## src/rtl/servo_output_limiter_pkg.sv

```systemverilog
// rtl/servo_output_limiter_pkg.sv - shared servo constants for the output limiter and IIR filter
// Contents:
//   RAILED_LO / RAILED_HI    bit indices of the railed flags (match the filter's railed_in)
//   DEFAULT_SIGNAL_SIZE      default signed sample width
//   DEFAULT_RAIL_CNT_WIDTH   default rail persistence counter width
package servo_output_limiter_pkg;
  localparam int RAILED_LO              = 0;
  localparam int RAILED_HI              = 1;
  localparam int DEFAULT_SIGNAL_SIZE    = 16;
  localparam int DEFAULT_RAIL_CNT_WIDTH = 8;
endpackage

```

## src/rtl/servo_output_limiter_if.sv

```systemverilog
// rtl/servo_output_limiter_if.sv - signal bundle between the servo filter side and the output limiter
// Signals:
//   on_in            enable; low clears the limiter pipeline
//   signal_in        signed filter output
//   min_in, max_in   signed lower / upper rails
//   max_step_in      unsigned max |change| per cycle, 0 disables slew limiting
//   rail_persist_in  cycles of continuous clamping before a railed flag asserts
//   signal_out       signed limited output to the DAC
//   railed_out       [RAILED_LO]=low rail, [RAILED_HI]=high rail
//   cfg_err_out      high while min_in > max_in
// Modports: master drives the inputs, slave is the limiter.
interface servo_output_limiter_if
  import servo_output_limiter_pkg::*;
#(
  parameter int SIGNAL_SIZE    = DEFAULT_SIGNAL_SIZE,
  parameter int RAIL_CNT_WIDTH = DEFAULT_RAIL_CNT_WIDTH
);
  logic                             on_in;
  logic signed [SIGNAL_SIZE-1:0]    signal_in;
  logic signed [SIGNAL_SIZE-1:0]    min_in;
  logic signed [SIGNAL_SIZE-1:0]    max_in;
  logic        [SIGNAL_SIZE-2:0]    max_step_in;
  logic        [RAIL_CNT_WIDTH-1:0] rail_persist_in;
  logic signed [SIGNAL_SIZE-1:0]    signal_out;
  logic        [1:0]                railed_out;
  logic                             cfg_err_out;

  modport master (
    output on_in, signal_in, min_in, max_in, max_step_in, rail_persist_in,
    input  signal_out, railed_out, cfg_err_out
  );

  modport slave (
    input  on_in, signal_in, min_in, max_in, max_step_in, rail_persist_in,
    output signal_out, railed_out, cfg_err_out
  );
endinterface

```

## src/rtl/servo_slew_limiter.sv

```systemverilog
// rtl/servo_slew_limiter.sv - next-value step logic for the limiter's slew stage
// Ports:
//   target_in    signed clamped value the output is heading for
//   current_in   signed current registered output
//   max_step_in  unsigned max |change| per cycle, 0 passes target_in straight through
//   next_out     signed value to register as the new output
module servo_slew_limiter #(
  parameter int SIGNAL_SIZE = 16
) (
  input  logic signed [SIGNAL_SIZE-1:0] target_in,
  input  logic signed [SIGNAL_SIZE-1:0] current_in,
  input  logic        [SIGNAL_SIZE-2:0] max_step_in,
  output logic signed [SIGNAL_SIZE-1:0] next_out
);
  // One extra bit so the distance between any two samples is exact.
  logic signed [SIGNAL_SIZE:0]   diff;
  logic signed [SIGNAL_SIZE:0]   step_ext;
  logic signed [SIGNAL_SIZE-1:0] step_ss;
  logic signed [SIGNAL_SIZE-1:0] step_up;
  logic signed [SIGNAL_SIZE-1:0] step_dn;

  assign diff     = {target_in[SIGNAL_SIZE-1], target_in} - {current_in[SIGNAL_SIZE-1], current_in};
  assign step_ext = $signed({2'b00, max_step_in});
  assign step_ss  = $signed({1'b0, max_step_in});

  // These sums are only selected when the target lies beyond them, so the
  // selected result always fits and never wraps.
  assign step_up = current_in + step_ss;
  assign step_dn = current_in - step_ss;

  always_comb begin
    next_out = target_in;
    if (max_step_in != '0) begin
      if (diff > step_ext) begin
        next_out = step_up;
      end else if (diff < -step_ext) begin
        next_out = step_dn;
      end
    end
  end
endmodule

```

## src/rtl/servo_output_limiter.sv

```systemverilog
// rtl/servo_output_limiter.sv - rail clamp, slew limit and railed flags between the servo filter and DAC
// Ports:
//   clk_in  system clock
//   rst_in  asynchronous active-high reset, clears every register
//   bus     servo_output_limiter_if slave: on_in, signal_in, min_in, max_in,
//           max_step_in, rail_persist_in in; signal_out, railed_out, cfg_err_out out
// Pipeline: stage 1 registers the clamped sample and rail hits, stage 2
// registers the slew-limited output, the railed flags and the rail counters.
module servo_output_limiter
  import servo_output_limiter_pkg::*;
#(
  parameter int SIGNAL_SIZE    = DEFAULT_SIGNAL_SIZE,
  parameter int RAIL_CNT_WIDTH = DEFAULT_RAIL_CNT_WIDTH
) (
  input  logic                   clk_in,
  input  logic                   rst_in,
  servo_output_limiter_if.slave  bus
);
  localparam logic [RAIL_CNT_WIDTH-1:0] CNT_ONE = RAIL_CNT_WIDTH'(1);

  logic signed [SIGNAL_SIZE-1:0]    clamp_d;
  logic                             lo_hit_d;
  logic                             hi_hit_d;
  logic                             cfg_err_d;

  logic signed [SIGNAL_SIZE-1:0]    clamped_q;
  logic                             lo_hit_q;
  logic                             hi_hit_q;
  logic                             cfg_err_q;
  logic        [RAIL_CNT_WIDTH-1:0] cnt_lo_q;
  logic        [RAIL_CNT_WIDTH-1:0] cnt_hi_q;
  logic        [1:0]                railed_q;
  logic        [1:0]                railed_d;
  logic signed [SIGNAL_SIZE-1:0]    out_q;
  logic signed [SIGNAL_SIZE-1:0]    slew_next;

  // Stage 1: clamp. With crossed rails the output parks on min_in and no
  // hit is reported, so the filter never sees a railed flag from a bad config.
  always_comb begin
    clamp_d   = bus.signal_in;
    lo_hit_d  = 1'b0;
    hi_hit_d  = 1'b0;
    cfg_err_d = (bus.min_in > bus.max_in);
    if (cfg_err_d) begin
      clamp_d = bus.min_in;
    end else if (bus.signal_in < bus.min_in) begin
      clamp_d  = bus.min_in;
      lo_hit_d = 1'b1;
    end else if (bus.signal_in > bus.max_in) begin
      clamp_d  = bus.max_in;
      hi_hit_d = 1'b1;
    end
  end

  servo_slew_limiter #(
    .SIGNAL_SIZE (SIGNAL_SIZE)
  ) u_slew (
    .target_in   (clamped_q),
    .current_in  (out_q),
    .max_step_in (bus.max_step_in),
    .next_out    (slew_next)
  );

  // The counters hold the number of earlier consecutive hit cycles, so with
  // rail_persist_in=0 the flag rises together with the first clamped output.
  always_comb begin
    railed_d            = 2'b00;
    railed_d[RAILED_LO] = lo_hit_q && (cnt_lo_q >= bus.rail_persist_in);
    railed_d[RAILED_HI] = hi_hit_q && (cnt_hi_q >= bus.rail_persist_in);
  end

  always_ff @(posedge clk_in or posedge rst_in) begin
    if (rst_in) begin
      clamped_q <= '0;
      lo_hit_q  <= 1'b0;
      hi_hit_q  <= 1'b0;
      cfg_err_q <= 1'b0;
      cnt_lo_q  <= '0;
      cnt_hi_q  <= '0;
      railed_q  <= 2'b00;
      out_q     <= '0;
    end else if (!bus.on_in) begin
      clamped_q <= '0;
      lo_hit_q  <= 1'b0;
      hi_hit_q  <= 1'b0;
      cfg_err_q <= 1'b0;
      cnt_lo_q  <= '0;
      cnt_hi_q  <= '0;
      railed_q  <= 2'b00;
      out_q     <= '0;
    end else begin
      clamped_q <= clamp_d;
      lo_hit_q  <= lo_hit_d;
      hi_hit_q  <= hi_hit_d;
      cfg_err_q <= cfg_err_d;
      cnt_lo_q  <= !lo_hit_q ? '0 : (&cnt_lo_q ? cnt_lo_q : cnt_lo_q + CNT_ONE);
      cnt_hi_q  <= !hi_hit_q ? '0 : (&cnt_hi_q ? cnt_hi_q : cnt_hi_q + CNT_ONE);
      railed_q  <= railed_d;
      out_q     <= slew_next;
    end
  end

  assign bus.signal_out  = out_q;
  assign bus.railed_out  = railed_q;
  assign bus.cfg_err_out = cfg_err_q;
endmodule

```

## src/flat_wrapper.sv

```systemverilog
// flat-port wrapper written by rule: the top's interface ports become plain ports
module servo_output_limiter_flat import servo_output_limiter_pkg::*;
#(
  parameter int SIGNAL_SIZE    = DEFAULT_SIGNAL_SIZE,
  parameter int RAIL_CNT_WIDTH = DEFAULT_RAIL_CNT_WIDTH
)
  (clk_in, rst_in, bus_on_in, bus_signal_in, bus_min_in, bus_max_in, bus_max_step_in, bus_rail_persist_in, bus_signal_out, bus_railed_out, bus_cfg_err_out);
  servo_output_limiter_if #(.SIGNAL_SIZE(SIGNAL_SIZE), .RAIL_CNT_WIDTH(RAIL_CNT_WIDTH)) bus_i ();
  input  logic clk_in;
  input  logic rst_in;
  input wire logic [$bits(bus_i.on_in)-1:0] bus_on_in;
  input wire logic [$bits(bus_i.signal_in)-1:0] bus_signal_in;
  input wire logic [$bits(bus_i.min_in)-1:0] bus_min_in;
  input wire logic [$bits(bus_i.max_in)-1:0] bus_max_in;
  input wire logic [$bits(bus_i.max_step_in)-1:0] bus_max_step_in;
  input wire logic [$bits(bus_i.rail_persist_in)-1:0] bus_rail_persist_in;
  output wire logic [$bits(bus_i.signal_out)-1:0] bus_signal_out;
  output wire logic [$bits(bus_i.railed_out)-1:0] bus_railed_out;
  output wire logic [$bits(bus_i.cfg_err_out)-1:0] bus_cfg_err_out;
  assign bus_i.on_in = bus_on_in;
  assign bus_i.signal_in = bus_signal_in;
  assign bus_i.min_in = bus_min_in;
  assign bus_i.max_in = bus_max_in;
  assign bus_i.max_step_in = bus_max_step_in;
  assign bus_i.rail_persist_in = bus_rail_persist_in;
  assign bus_signal_out = bus_i.signal_out;
  assign bus_railed_out = bus_i.railed_out;
  assign bus_cfg_err_out = bus_i.cfg_err_out;
  servo_output_limiter #(.SIGNAL_SIZE(SIGNAL_SIZE), .RAIL_CNT_WIDTH(RAIL_CNT_WIDTH)) u_core (.clk_in(clk_in), .rst_in(rst_in), .bus(bus_i));
endmodule
```

## config.mk

```make
export PLATFORM = sky130hd
export DESIGN_NAME = servo_output_limiter_flat
export DESIGN_NICKNAME = d
export VERILOG_FILES = /design/src/rtl/servo_output_limiter_pkg.sv /design/src/rtl/servo_output_limiter_if.sv /design/src/rtl/servo_slew_limiter.sv /design/src/rtl/servo_output_limiter.sv /design/src/flat_wrapper.sv
export SDC_FILE = /design/constraint.sdc
export NUM_CORES = 1
export LEC_CHECK = 0
export ABC_AREA = 1
export CORE_ASPECT_RATIO = 2
export CORE_MARGIN = 2
export CORE_UTILIZATION = 35
export CTS_CLUSTER_DIAMETER = 200
export DETAILED_ROUTE_END_ITERATION = 10
export DONT_BUFFER_PORTS = 1
export PLACE_DENSITY_LB_ADDON = 0.05
export SLEW_MARGIN = 20
export SYNTH_ARGS = -nofsm -noshare
export SYNTH_HDL_FRONTEND = slang
export SYNTH_SLANG_ARGS = --single-unit
export TNS_END_PERCENT = 30
```

## constraint.sdc

```tcl
create_clock -name clk_in -period 7.9 [get_ports clk_in]
set_clock_uncertainty 0.2 [all_clocks]
set_input_delay 1.58 -clock clk_in [delete_from_list [all_inputs] [get_ports clk_in]]
set_output_delay 1.58 -clock clk_in [all_outputs]
set_load 0.05 [all_outputs]
```

# --- Word level (Yosys, flattened, before mapping) ---
# Cells that the tools add are included.
totals:
  input_bits: 74
  out_inout_bits: 19
  wordCells: 51
  ff_bits: 53
classes:
  eq_ne: 2
  n_addsub: 6
  n_mux: 23
  n_reduce_logical: 5
  n_lt_le_gt_ge: 7
ops:
  columns: ["op", "n"]
  rows:
  - ["16-bit two-way mux", 8]
  - ["8-bit two-way mux", 6]
  - ["16-bit > comparator", 2]
  - ["17-bit by 16-bit > comparator with 1-bit output", 1]
  - ["17-bit < comparator", 1]
  - ["15-bit negator with 17-bit output", 1]
  - ["16-bit by 16-bit subtractor with 17-bit output", 1]
  - ["16-bit adder", 1]
  - ["8-bit by 1-bit adder with 8-bit output, second input constant", 2]
  - ["8-bit greater-or-equal comparator", 2]
  - ["16-bit < comparator", 1]
  - ["8-bit AND reduction", 2]
  - ["16-bit subtractor", 1]
  - ["15-bit nonzero test", 1]
  - ["1-bit two-way mux", 8]
  - ["3-bit != test, second input constant", 2]
  - ["1-bit logical AND", 2]
  - ["2-bit two-way mux", 1]

# --- Depth between registers and ports, before layout ---
# Gate-level depths: netlist of the first run.
logic_depth:
  ltp_word: 6
  mapped_depth: 29
  ltp_nobuf: 28

# --- Hierarchy ---
# Synthesis of the first run repeated with hierarchy kept, for this count alone.
unflattened:
  cells_unflattened: 1259
  area_unflattened_um2: 8265.4
by_module_without_submodules:
  columns: ["mod", "cells_each", "instances", "seq_area_each_um2", "area_per_inst_um2"]
  rows:
  - ["servo_slew_limiter", 713, 1, 0.0, 4155.2]
  - ["servo_output_limiter", 546, 1, 1326.3, 4110.2]

# --- Least setup slack after synthesis of the first run ---
# OpenSTA, ideal clock, no wires.
synth_timing:
  kind: "input to register"
  from: "input bus_max_step_in[1]"
  to: "register u_core.out_q[3], in the netlist u_core.bus.signal_out[3]"
  setup_time_ns: 0.126
  stages: 23
  n_path_buf: 1
  t_required_ns: 7.574
  t_arrival_ns: 4.153
  slack_ns: 3.421
  path_cell_list: "inv_1 -> ha_1 -> nand3_1 -> nor2_1 -> nand4_1 -> nor3_1 -> nand3_1 -> clkbuf_1 -> inv_1 -> ha_1 -> nand4_1 -> nor2_1 -> nand2_1 -> nor2_1 -> nand3_1 -> nand2_1 -> inv_2 -> nand2_2 -> nand2_2 -> nand2_2 -> o21ai_0 -> nand3_1 -> a21oi_2"
synth_between:
  elab_chain_len: 6
  word_cells_on_any_way: 10
  classes_between: "add/sub: 3; order compare: 2; mux: 4; reduce/logical: 1"
synth_rtl:
  columns: ["item", "line", "source"]
  rows:
  - ["from (decl)", "flat_wrapper.sv:15", "input wire logic [$bits(bus_i.max_step_in)-1:0] bus_max_step_in;"]
  - ["15-bit negator with 17-bit output", "servo_slew_limiter.sv:36", "end else if (diff < -step_ext) begin"]
  - ["17-bit < comparator", "servo_slew_limiter.sv:36", null]
  - ["16-bit two-way mux", "servo_slew_limiter.sv:36", null]
  - ["16-bit two-way mux", "servo_slew_limiter.sv:34", "if (diff > step_ext) begin"]
  - ["16-bit two-way mux (*)", "servo_slew_limiter.sv:33", "if (max_step_in != '0) begin"]
  - ["16-bit two-way mux (*)", "servo_output_limiter.sv:82", "end else if (!bus.on_in) begin"]
  - ["to (signal assigned)", "servo_output_limiter.sv:99", "out_q <= slew_next;"]
  - ["to (decl)", "servo_output_limiter.sv:34", "logic signed [SIGNAL_SIZE-1:0] out_q;"]
# Mark *: on every way between the ends. The rest lies on a longest branch, timed or not.
# A chain may end at the register's enable or synchronous reset.

# --- Worst setup path in the final report of the first run ---
# Ends and elaborated chain as after synthesis.

==> results.toml, run 1 <==
[pwr]
internal_power_mw = 1.12
power_switching_mw = 1.64
seq_power_share_pct = 18.3
total_power_mw = 2.75
pwrdens_nw_per_um2 = 341
switching_share_pct = 59.4
clockPowerShare_pct = 8.3
p_leak_nw = 4.33
power.ir.vdd_worst_mv = 0.109
p_comb_share_pct = 73.4

[final_layout]
multi_input_area_sq_um = 5470
post-route-util_pct = 37.6
area_growth_pct = 5.30
layout.cell_area.non_filler_sq_um = 8080
fillCellCount = 2421
number_of_antenna_repair_diodes = 0
nNetsFinal = 1336
reg_area_sq_um = 1330
fin_cells = 1394
post_route_cells_drive_above_1_share_pct = 3.30

[critical_path]
timing.critical_path.arrival_ns = 5.24
worstRegToRegCells = 26
reg2reg_to = "u_core.bus.signal_out[3]$_DFF_PP0_"
critPathLaunchType = "input pin"
critical_path.reg2reg.startpoint = "u_core.bus.signal_out[0]$_DFF_PP0_"
worst-setup-path-type = "input pin to flip-flop"
crit_path_end_kind = "flip-flop"
timing.critical_path.to = "u_core.bus.signal_out[3]$_DFF_PP0_"
critPathMaxFanout = 11
r2r_setup_slack_ns = 2.66
critical_path_startpoint = "bus_max_step_in[1]"
timing.critical_path.required_ns = 7.89

[run_status]
run_status = "finished clean"

[drt]
dr_wl_met3_um = 603
drc_errors = 0
routed-via-count = 7211
drt_first_pass_iters = 4
vias_per_cell = 5.17
m1WireLength_um = 8820
wl_per_cell_um = 18.5
drt_iter0_drc = 270
routed_wl_um = 25800
highest-signal-layer = "met4"
postRouteAntennaNets = 0
met2_length_um = 14800

[min_path]
hold_path.class = "flip-flop to flip-flop"

[floorplan]
die_width_um = 109
floorplan.die_area_sq_um = 23200
floorplan.initialDensity_pct = 35.7
fp.dieH_um = 213
fp-row-count = 76
core_area_sq_um = 21500
io_pins = 93

[timing]
worstMarginPinSlew_ns = 0.743
final.setup.tns_ns = 0
layout_worst_path_cycle_share_pct = 66.4
fin_hold_ws_ns = 0.365
fmax_mhz = 191
final-hold-violation-count = 0
rsz0062_at_grt = "false"
post-route-worst-setup-slack_ns = 2.65
setup-violations-final = 0
drv_slew = 0
maxSlewHeadroom_pct = 50.5
final.min_clock_period_ns = 5.25

[cts]
cts_max_path_buffers = 2
path_clk_slew_ns = 0.08
htree_levels = 2
cells_resized_by_post_cts_repair = 0
cts_inserted_buffers = 5
clock_sink_count = 53
ctsRootBufferMaster = "sky130_fd_sc_hd__clkbuf_16"
post_cts_buffers = 0
cts_hold_repair.buffers = 0
cts_tree = "done"
clkLatencyLatePin_ns = 0.30

[synth]
yosys_warnings = 0
dominantRegCellSynth = "sky130_fd_sc_hd__dfrtp_1"
ys_ff_latch = 53
syn_nets = 1352
synth.yosys.seq_area_share_pct = 17.3
synth.cell_area_sq_um = 7670
synth_enable_flop_cells = 0
synth_cells = 1136
syn_area_per_cell_sq_um = 6.75
async_flop_share_pct = 100
yosys.cell_types.count = 43

[placed_design]
routabilityCongestion = 0.890
place.port_buffers = 0
place_ws_ns = 2.19
post-place-cells = 1386
instance_area_after_placement_sq_um = 7930
hpwlAfterDp_um = 22500

[grt]
overflow_left_after_global_routing = 0
grt_pass1_vias = 7579
grt_start_max_net_pins = 54
grt_antenna_before_repair = 0
groute.usage.overall_pct = 23.0
wire_length_of_the_first_global_routing_pass_um = 40100

[run]
timing.max_cap.violations = 0
[kinds of logic after synthesis]
family / synth area share (%)
simple gates: 24.1
compound gates: 17.7
buf+inv: 11.5
fa+ha+maj: 23.5
xor+xnor: 6.05
flops: 17.3
[cell type report]
class	instances	share of cell area, %
Multi-Input combinational cell	854	67.7
Sequential cell	53	16.4
Inverter	203	9.43
Tap cell	273	4.23
Clock buffer	5	1.55
Timing Repair Buffer	3	0.372
Clock inverter	3	0.263
[Yosys cell counts, types with 3 or more instances]
cell | n | area share (%)
sky130_fd_sc_hd__nand2_4 | 3 | 0.44
sky130_fd_sc_hd__a31oi_1 | 6 | 0.49
sky130_fd_sc_hd__nand3b_1 | 5 | 0.49
sky130_fd_sc_hd__xor2_1 | 46 | 5.3
sky130_fd_sc_hd__a21oi_2 | 3 | 0.34
sky130_fd_sc_hd__dfrtp_1 | 53 | 17
sky130_fd_sc_hd__inv_1 | 201 | 9.8
sky130_fd_sc_hd__nand4_1 | 28 | 2.3
sky130_fd_sc_hd__xnor2_1 | 7 | 0.80
sky130_fd_sc_hd__a21oi_1 | 92 | 6.0
sky130_fd_sc_hd__nor3_1 | 12 | 0.78
sky130_fd_sc_hd__a211oi_1 | 11 | 1.1
sky130_fd_sc_hd__nand2_2 | 9 | 0.73
sky130_fd_sc_hd__clkbuf_1 | 22 | 1.1
sky130_fd_sc_hd__a21boi_0 | 4 | 0.39
sky130_fd_sc_hd__nand2_1 | 185 | 9.1
sky130_fd_sc_hd__ha_1 | 139 | 23
sky130_fd_sc_hd__o21bai_1 | 9 | 0.88
sky130_fd_sc_hd__a21o_1 | 4 | 0.39
sky130_fd_sc_hd__fa_1 | 3 | 0.78
sky130_fd_sc_hd__nand3_1 | 61 | 4.0
sky130_fd_sc_hd__o21a_1 | 4 | 0.39
sky130_fd_sc_hd__o21ai_1 | 7 | 0.46
sky130_fd_sc_hd__nor2_1 | 102 | 5.0
sky130_fd_sc_hd__nand3_2 | 4 | 0.52
sky130_fd_sc_hd__o211ai_1 | 5 | 0.49
sky130_fd_sc_hd__o21ai_0 | 86 | 5.6
sky130_fd_sc_hd__nor3b_1 | 3 | 0.29
[worst max-delay path, cell delays in order]
cell and delay [ns]:
sky130_fd_sc_hd__inv_1 0.14, sky130_fd_sc_hd__ha_1 0.21, sky130_fd_sc_hd__nand3_1 0.24, sky130_fd_sc_hd__nor2_1 0.26, sky130_fd_sc_hd__nand4_1 0.19, sky130_fd_sc_hd__nor3_1 0.23, sky130_fd_sc_hd__nand3_1 0.43, sky130_fd_sc_hd__inv_1 0.16
sky130_fd_sc_hd__ha_1 0.30, sky130_fd_sc_hd__nand4_1 0.19, sky130_fd_sc_hd__nor2_1 0.12, sky130_fd_sc_hd__nand2_1 0.06, sky130_fd_sc_hd__nor2_1 0.08, sky130_fd_sc_hd__nand3_1 0.12, sky130_fd_sc_hd__nand2_1 0.12, sky130_fd_sc_hd__inv_2 0.06
sky130_fd_sc_hd__nand2_2 0.09, sky130_fd_sc_hd__nand2_2 0.11, sky130_fd_sc_hd__nand2_2 0.21, sky130_fd_sc_hd__o21ai_0 0.16, sky130_fd_sc_hd__nand3_1 0.11, sky130_fd_sc_hd__a21oi_2 0.06
[how the worst min path moves through the flow]
stage	from	to	slack [ns]	cells past startpoint
finish	u_core.cnt_lo_q[4]$_DFFE_PP0P_	u_core.cnt_lo_q[4]$_DFFE_PP0P_	0.37	1
global route	u_core.cnt_lo_q[4]$_DFFE_PP0P_	u_core.cnt_lo_q[4]$_DFFE_PP0P_	0.40	1
CTS	u_core.cnt_lo_q[4]$_DFFE_PP0P_	u_core.cnt_lo_q[4]$_DFFE_PP0P_	0.37	1
detailed placement	u_core.cnt_lo_q[4]$_DFFE_PP0P_	u_core.cnt_lo_q[4]$_DFFE_PP0P_	0.35	1
global placement	u_core.cnt_lo_q[4]$_DFFE_PP0P_	u_core.cnt_lo_q[4]$_DFFE_PP0P_	0.35	1
floorplan	u_core.clamped_q[0]$_DFF_PP0_	u_core.bus.signal_out[0]$_DFF_PP0_	0.28	2
[flip-flops by register name, indices dropped and copies added, names as in the netlist]
register / flops
u_core.lo_hit_q: 1
u_core.cnt_hi_q: 8
u_core.cnt_lo_q: 8
u_core.bus.railed_out: 2
u_core.bus.signal_out: 16
u_core.hi_hit_q: 1
u_core.bus.cfg_err_out: 1
u_core.clamped_q: 16
[layout by cell type, fill, tap and decap left out, types with 4 or more instances in the layout]
master / synthesis / layout
sky130_fd_sc_hd__nand4_1: 28 / 28
sky130_fd_sc_hd__nand3_1: 61 / 61
sky130_fd_sc_hd__a211oi_1: 11 / 11
sky130_fd_sc_hd__nand2_2: 9 / 9
sky130_fd_sc_hd__xnor2_1: 7 / 7
sky130_fd_sc_hd__o21ai_0: 86 / 86
sky130_fd_sc_hd__o21ai_1: 7 / 7
sky130_fd_sc_hd__xor2_1: 46 / 46
sky130_fd_sc_hd__o21a_1: 4 / 4
sky130_fd_sc_hd__o21bai_1: 9 / 9
sky130_fd_sc_hd__nand3b_1: 5 / 5
sky130_fd_sc_hd__dfrtp_1: 53 / 53
sky130_fd_sc_hd__clkbuf_16: 0 / 5
sky130_fd_sc_hd__a21boi_0: 4 / 4
sky130_fd_sc_hd__nor3_1: 12 / 12
sky130_fd_sc_hd__a31oi_1: 6 / 6
sky130_fd_sc_hd__ha_1: 139 / 139
sky130_fd_sc_hd__inv_1: 201 / 200
sky130_fd_sc_hd__o211ai_1: 5 / 5
sky130_fd_sc_hd__nor2_1: 102 / 102
sky130_fd_sc_hd__nand3_2: 4 / 4
sky130_fd_sc_hd__nand2_1: 185 / 185
sky130_fd_sc_hd__a21o_1: 4 / 4
sky130_fd_sc_hd__a21oi_1: 92 / 92
[layer usage]
layer  vias up  GRT usage [%]
li1       3726              -
met1      3288           21.4
met2       138           46.6
met3        59           1.73
met4         0           13.6
met5         -              0
[power by group through the flow]
stage / Combinational [mW] / Clock (mW) / Sequential, mW
CTS: 2.03 / 0.241 / 0.507
floorplan: 1.50 / 0 / 0.471
global route: 2.28 / 0.248 / 0.512
finish: 2.02 / 0.229 / 0.505
global placement: 2.02 / 0 / 0.514
detailed placement: 2.02 / 0 / 0.513
Power figures use the tool's default switching activity.
==> inputs of run 2 (changes only) <==
==> constraint.sdc (replaced) <==
create_clock -name clk_in -period 4.4 [get_ports clk_in]
set_clock_uncertainty 0.2 [all_clocks]
set_input_delay 0.88 -clock clk_in [delete_from_list [all_inputs] [get_ports clk_in]]
set_output_delay 0.88 -clock clk_in [all_outputs]
set_load 0.05 [all_outputs]
==> run 2 against run 1 <==
Net effect:
- combinational power rose by 110%
- register-to-register slack got worse by 2.4 ns
- hold slack got worse by 0.039 ns
- utilization up 1.6 points
- routed wire length is 3.7% higher
- total power increased by 95%
- clock power is 80% higher
- clock-buffer cell count unchanged
- global-route usage is 0.59 points higher
- critical path depth increased by 2
- die area is the same
- first-iteration DRC count decreased by 7.4%
- critical path type is now flip-flop to flip-flop
- critical endpoint is now u_core.bus.signal_out[0]$_DFF_PP0_
==> results.toml, run 2 (same netlist as run 1, synthesis figures left out) <==
[run_status]
run_status = "finished clean"

[drt]
drt_iter0_drc = 250
drt_first_pass_iters = 6
routed-via-count = 7384
vias_per_cell = 5.14
postRouteAntennaNets = 0
wl_per_cell_um = 18.6
drc_errors = 0
routed_wl_um = 26700

[floorplan]
floorplan.initialDensity_pct = 35.7
core_area_sq_um = 21500
die_width_um = 109
fp-row-count = 76
fp.dieH_um = 213
io_pins = 93
floorplan.die_area_sq_um = 23200

[cts]
htree_levels = 2
cts_tree = "done"
cts_hold_repair.buffers = 0
ctsRootBufferMaster = "sky130_fd_sc_hd__clkbuf_16"
path_clk_slew_ns = 0.08
post_cts_buffers = 0
clock_sink_count = 53
cts_max_path_buffers = 2
clkLatencyLatePin_ns = 0.30
cells_resized_by_post_cts_repair = 0
cts_inserted_buffers = 5

[timing]
layout_worst_path_cycle_share_pct = 93.7
maxSlewHeadroom_pct = 44.2
worstMarginPinSlew_ns = 0.827
final.min_clock_period_ns = 4.12
setup-violations-final = 0
fmax_mhz = 243
fin_hold_ws_ns = 0.326
drv_slew = 0
final-hold-violation-count = 0

[placed_design]
place.port_buffers = 0
post-place-cells = 1428
hpwlAfterDp_um = 23300
routabilityCongestion = 0.924

[critical_path]
worst-setup-path-type = "flip-flop to flip-flop"
critPathLaunchType = "flip-flop"
crit_chain = "ha_1 > a21oi_1 > and2_1 > buf_4 > inv_1 > nand2_1 > a21oi_1 > nor2_1 > xor2_1 > inv_1 > ha_1 > nand2_1 > nor2_2 > nand4_1 > o211ai_1 > nand3_1 > nand2_1 > inv_2 > nand2_2 > nand2_4 > nand2_4 > nand2_1 > a21oi_1 > nor2_1"
timing.critical_path.required_ns = 4.40
timing.critical_path.mode_cell = "sky130_fd_sc_hd__nand2_1"
crit_path_end_kind = "flip-flop"
critPathMaxFanout = 11
cpPeakStageDelay_ns = 0.46
worst_path_max_delay_cell = "sky130_fd_sc_hd__dfrtp_1"
timing.critical_path.arrival_ns = 4.12

[pwr]
seq_power_share_pct = 12.2
p_leak_nw = 4.55
power_switching_mw = 3.05
switching_share_pct = 56.6
internal_power_mw = 2.34
pwrdens_nw_per_um2 = 639
total_power_mw = 5.38
power.ir.vdd_worst_mv = 0.242
clockPowerShare_pct = 7.7
p_comb_share_pct = 80.1

[final_layout]
mostFrequentLayoutCell = "sky130_fd_sc_hd__inv_1"
post_route_cells_drive_above_1_share_pct = 7.04
number_of_antenna_repair_diodes = 0
fillCellCount = 2434
nNetsFinal = 1379
area_growth_pct = 9.75
fin_cells = 1437
layout_common_cells = "200 x sky130_fd_sc_hd__inv_1, 185 x sky130_fd_sc_hd__nand2_1, 139 x sky130_fd_sc_hd__ha_1"

[run]
timing.max_cap.violations = 0

[grt]
grt_pass1_vias = 7957
grt_antenna_before_repair = 0
grt_start_max_net_pins = 40
overflow_left_after_global_routing = 0
wire_length_of_the_first_global_routing_pass_um = 41300
groute.usage.overall_pct = 23.5

[min_path]
hold_path.class = "input pin to asynchronous set/reset pin"
[run 2: cell count changes in the layout (fill, tap and decap cells not counted)]
cell / delta
sky130_fd_sc_hd__buf_4: +43
sky130_fd_sc_hd__buf_8: -1
sky130_fd_sc_hd__clkinv_2: -1
sky130_fd_sc_hd__clkinvlp_4: +1
sky130_fd_sc_hd__inv_6: -1
sky130_fd_sc_hd__inv_8: +1
sky130_fd_sc_hd__nand2_2: -2
sky130_fd_sc_hd__nand2_4: +3
sky130_fd_sc_hd__nand3_1: -1
sky130_fd_sc_hd__nand3_2: +1
sky130_fd_sc_hd__nor2_1: -1
sky130_fd_sc_hd__nor2_2: +1
[run 2: metrics by stage]
stage / TNS [ns] / setup slack [ns] / instance area [sq um] / utilization, %
final: 0 / 0.279 / 8420 / 39.2
after global routing: -0.00192 / -0.00192 / 8420 / 39.2
after CTS: 0 / 0.144 / 8390 / 39.0
after detailed placement: 0 / 0.0266 / 8240 / 38.3
after global placement: 0 / 0.0108 / 8240 / 38.3
after floorplan: 0 / 0.327 / 7670 / -
[run 2: layout make-up]
type                       count  area (sq um)  share of cell area [%]
multi-input combinational    855          5500                    65.3
tap                          273           342                    4.06
sequential                    53          1330                    15.8
inverter                     203           762                    9.05
clock buffer                   5           125                    1.49
timing repair buffer          45           338                    4.01
clock inverter                 3          26.3                   0.312
[run 2: power by group through the flow]
| stage | Combinational (mW) | Sequential, mW | Clock [mW] |
|---|---|---|---|
| 3_5_place_dp | 4.25 | 0.670 | 0 |
| 5_1_grt | 4.79 | 0.666 | 0.446 |
| 3_3_place_gp | 4.27 | 0.671 | 0 |
| 4_1_cts | 4.28 | 0.660 | 0.436 |
| 6_report | 4.31 | 0.659 | 0.412 |
| 2_1_floorplan | 2.70 | 0.845 | 0 |
[run 2: path summary, 6_finish.rpt]
path	from	to	slack, ns	cells after the start
hold reg to reg	u_core.clamped_q[0]$_DFF_PP0_	u_core.bus.signal_out[0]$_DFF_PP0_	0.33	2
setup reg to reg	u_core.clamped_q[2]$_DFF_PP0_	u_core.bus.signal_out[0]$_DFF_PP0_	0.28	24
hold / removal	rst_in	u_core.bus.railed_out[0]$_DFF_PP0_	0.33	1
setup / recovery	u_core.clamped_q[2]$_DFF_PP0_	u_core.bus.signal_out[0]$_DFF_PP0_	0.28	24
max in group asynchronous	rst_in	u_core.bus.signal_out[7]$_DFF_PP0_	2.85	2
min in group clk_in	u_core.clamped_q[0]$_DFF_PP0_	u_core.bus.signal_out[0]$_DFF_PP0_	0.33	2
[run 2: critical path: cells and delay by family (launching register included)]
| kind | cells | cell delay (ns) |
|---|---|---|
| flops | 1 | 0.46 |
| fa+ha+maj | 2 | 0.62 |
| xor+xnor | 1 | 0.18 |
| compound gates | 4 | 0.81 |
| buf+inv | 4 | 0.32 |
| simple gates | 13 | 1.41 |
[run 2: metal layers]
metal | up-vias | wire (um) | global-route usage [%]
met5 | - | 0 | 0
met4 | 0 | 1660 | 13.8
met3 | 70 | 582 | 1.49
met2 | 152 | 15500 | 48.4
met1 | 3356 | 9020 | 21.6
li1 | 3806 | - | -
==> inputs of run 3 (changes only) <==
--- a/config.mk
+++ b/config.mk
@@ -8,7 +8,7 @@
 export ABC_AREA = 1
 export CORE_ASPECT_RATIO = 2
 export CORE_MARGIN = 2
-export CORE_UTILIZATION = 35
+export CORE_UTILIZATION = 50
 export CTS_CLUSTER_DIAMETER = 200
 export DETAILED_ROUTE_END_ITERATION = 10
 export DONT_BUFFER_PORTS = 1
==> run 3 against run 2 <==
Net effect:
- critical path depth up 2
- utilization is 15 points higher
- clock power grew 15%
- via count increased by 0.61%
- first-iteration DRC count is 70% higher
- total power down 7.9%
- die area is 29% lower
- sequential power up 1%
- worst setup slack better by 0.036 ns
- hold slack got worse by 0.074 ns
- critical endpoint unchanged
- global-route usage up 4.2 points
==> results.toml, run 3 (same netlist as run 1, synthesis figures left out) <==
[cts]
post_cts_buffers = 0
cts_tree = "done"
htree_levels = 2
cts_inserted_buffers = 5
cts_hold_repair.buffers = 0
cells_resized_by_post_cts_repair = 0
clock_sink_count = 53
clkLatencyLatePin_ns = 0.31
cts_max_path_buffers = 2
ctsRootBufferMaster = "sky130_fd_sc_hd__clkbuf_16"
path_clk_slew_ns = 0.08

[placed_design]
place.port_buffers = 0
instance_area_after_placement_sq_um = 8000
hpwlAfterDp_um = 19200
routabilityCongestion = 0.969

[pwr]
seq_power_share_pct = 13.4
p_leak_nw = 4.46
power_switching_mw = 2.78
power.ir.vdd_worst_mv = 0.387
pwrdens_nw_per_um2 = 607
clockPowerShare_pct = 9.5
p_comb_share_pct = 77.0
internal_power_mw = 2.17
total_power_mw = 4.96
switching_share_pct = 56.2

[run]
timing.max_cap.violations = 0

[timing]
final.min_clock_period_ns = 4.08
layout_worst_path_cycle_share_pct = 92.8
setup-violations-final = 0
drv_slew = 0
final.setup.tns_ns = 0
rsz0062_at_grt = "false"
worstMarginPinSlew_ns = 0.612
fmax_mhz = 245
fin_hold_ws_ns = 0.252
final-hold-violation-count = 0
maxSlewHeadroom_pct = 59.2

[critical_path]
cpPeakStageDelay_ns = 0.43
crit_path_end_kind = "flip-flop"
worst-setup-path-type = "flip-flop to flip-flop"
timing.critical_path.required_ns = 4.40
critPathMaxFanout = 11
cp_num_cells = 26
worstRegToRegCells = 26
cpLargestDelayFamily = "simple AND/OR/NAND/NOR gates"
worst_path_max_delay_cell = "sky130_fd_sc_hd__fa_1"
timing.critical_path.arrival_ns = 4.08
critPathLaunchType = "flip-flop"
cp_num_buf_inv = 3

[run_status]
run_status = "finished clean"

[drt]
drt_iter0_drc = 425
vias_per_cell = 5.54
postRouteAntennaNets = 0
drc_errors = 0
wl_per_cell_um = 16.9
routed-via-count = 7429
drt_first_pass_iters = 5
routed_wl_um = 22700

[floorplan]
die_width_um = 91.6
floorplan.die_area_sq_um = 16400
fp.dieH_um = 179
fp-row-count = 64
core_area_sq_um = 15100
io_pins = 93
floorplan.initialDensity_pct = 50.7

[final_layout]
mostFrequentLayoutCell = "sky130_fd_sc_hd__inv_1"
layout_common_cells = "200 x sky130_fd_sc_hd__inv_1, 185 x sky130_fd_sc_hd__nand2_1, 139 x sky130_fd_sc_hd__ha_1"
number_of_antenna_repair_diodes = 0
fillCellCount = 1534
post_route_cells_drive_above_1_share_pct = 5.16
area_growth_pct = 6.47
layout.cell_area.non_filler_sq_um = 8170
nNetsFinal = 1358

[grt]
grt_start_max_net_pins = 40
overflow_left_after_global_routing = 0
wire_length_of_the_first_global_routing_pass_um = 35800
groute.usage.overall_pct = 27.7
grt_antenna_before_repair = 0
grt_pass1_vias = 6970

[min_path]
hold_path.class = "input pin to asynchronous set/reset pin"
run 3: cell count changes in the layout (fill, tap and decap cells not counted):
cell                         change
sky130_fd_sc_hd__buf_4          -20
sky130_fd_sc_hd__nand2_4         -3
sky130_fd_sc_hd__inv_8           -1
sky130_fd_sc_hd__nand3_2         -1
sky130_fd_sc_hd__nor2_2          -1
sky130_fd_sc_hd__clkinvlp_4      -2
sky130_fd_sc_hd__nand2_2         +2
sky130_fd_sc_hd__bufinv_16       +1
sky130_fd_sc_hd__inv_6           +2
sky130_fd_sc_hd__nand3_1         +1
sky130_fd_sc_hd__nor2_1          +1
run 3: power by group through the flow:
stage	Sequential, mW	Clock, mW	Combinational (mW)
6_report	0.666	0.473	3.82
5_1_grt	0.672	0.499	4.31
4_1_cts	0.665	0.486	3.79
3_5_place_dp	0.674	0	3.77
3_3_place_gp	0.675	0	3.75
2_1_floorplan	0.845	0	2.70
run 3: path summary, 6_finish.rpt:
kind                                                     from                                  to  slack (ns)
min                                                    rst_in      u_core.cnt_hi_q[4]$_DFFE_PP0P_        0.25
max in group asynchronous                              rst_in  u_core.bus.signal_out[6]$_DFF_PP0_        2.91
max                        u_core.bus.signal_out[0]$_DFF_PP0_  u_core.bus.signal_out[0]$_DFF_PP0_        0.32
min in group clk_in             u_core.clamped_q[0]$_DFF_PP0_  u_core.bus.signal_out[0]$_DFF_PP0_        0.32
max reg2reg                u_core.bus.signal_out[0]$_DFF_PP0_  u_core.bus.signal_out[0]$_DFF_PP0_        0.32
min reg2reg                     u_core.clamped_q[0]$_DFF_PP0_  u_core.bus.signal_out[0]$_DFF_PP0_        0.32
run 3: stage by stage:
stage          setup WS [ns]  cells  utilization [%]
2_1_floorplan          0.327   1136                -
3_3_place_gp           0.201   1333             52.8
3_5_place_dp           0.211   1333             52.8
4_1_cts                0.311   1341             54.0
5_1_grt               0.0201   1341             54.0
6_report               0.315   1341             54.0
run 3: area by class of cell:
cell class	instances	area, sq um	area share (%)
Tap cell	198	248	3.03
Clock inverter	3	47.5	0.582
Multi-Input combinational cell	854	5470	67.0
Sequential cell	53	1330	16.2
Timing Repair Buffer	25	188	2.30
Inverter	203	762	9.33
Clock buffer	5	125	1.53
run 3: worst reg2reg max path: cells and delay by family (launching register included):
kind                       cells  cell delay, ns
AOI/OAI and AO/OA              3            0.37
adders and majority gates      3            1.01
buffers and inverters          3            0.26
DFF                            1            0.39
and+or+nand+nor               17            1.79
run 3: metal layers:
layer  up-vias  wire (um)  track usage (%)
li1       3780          -                -
met1      3383       9520             34.4
met2       220      11000             47.4
met3        46       1140             3.15
met4         0       1050             13.3
met5         -          0                0
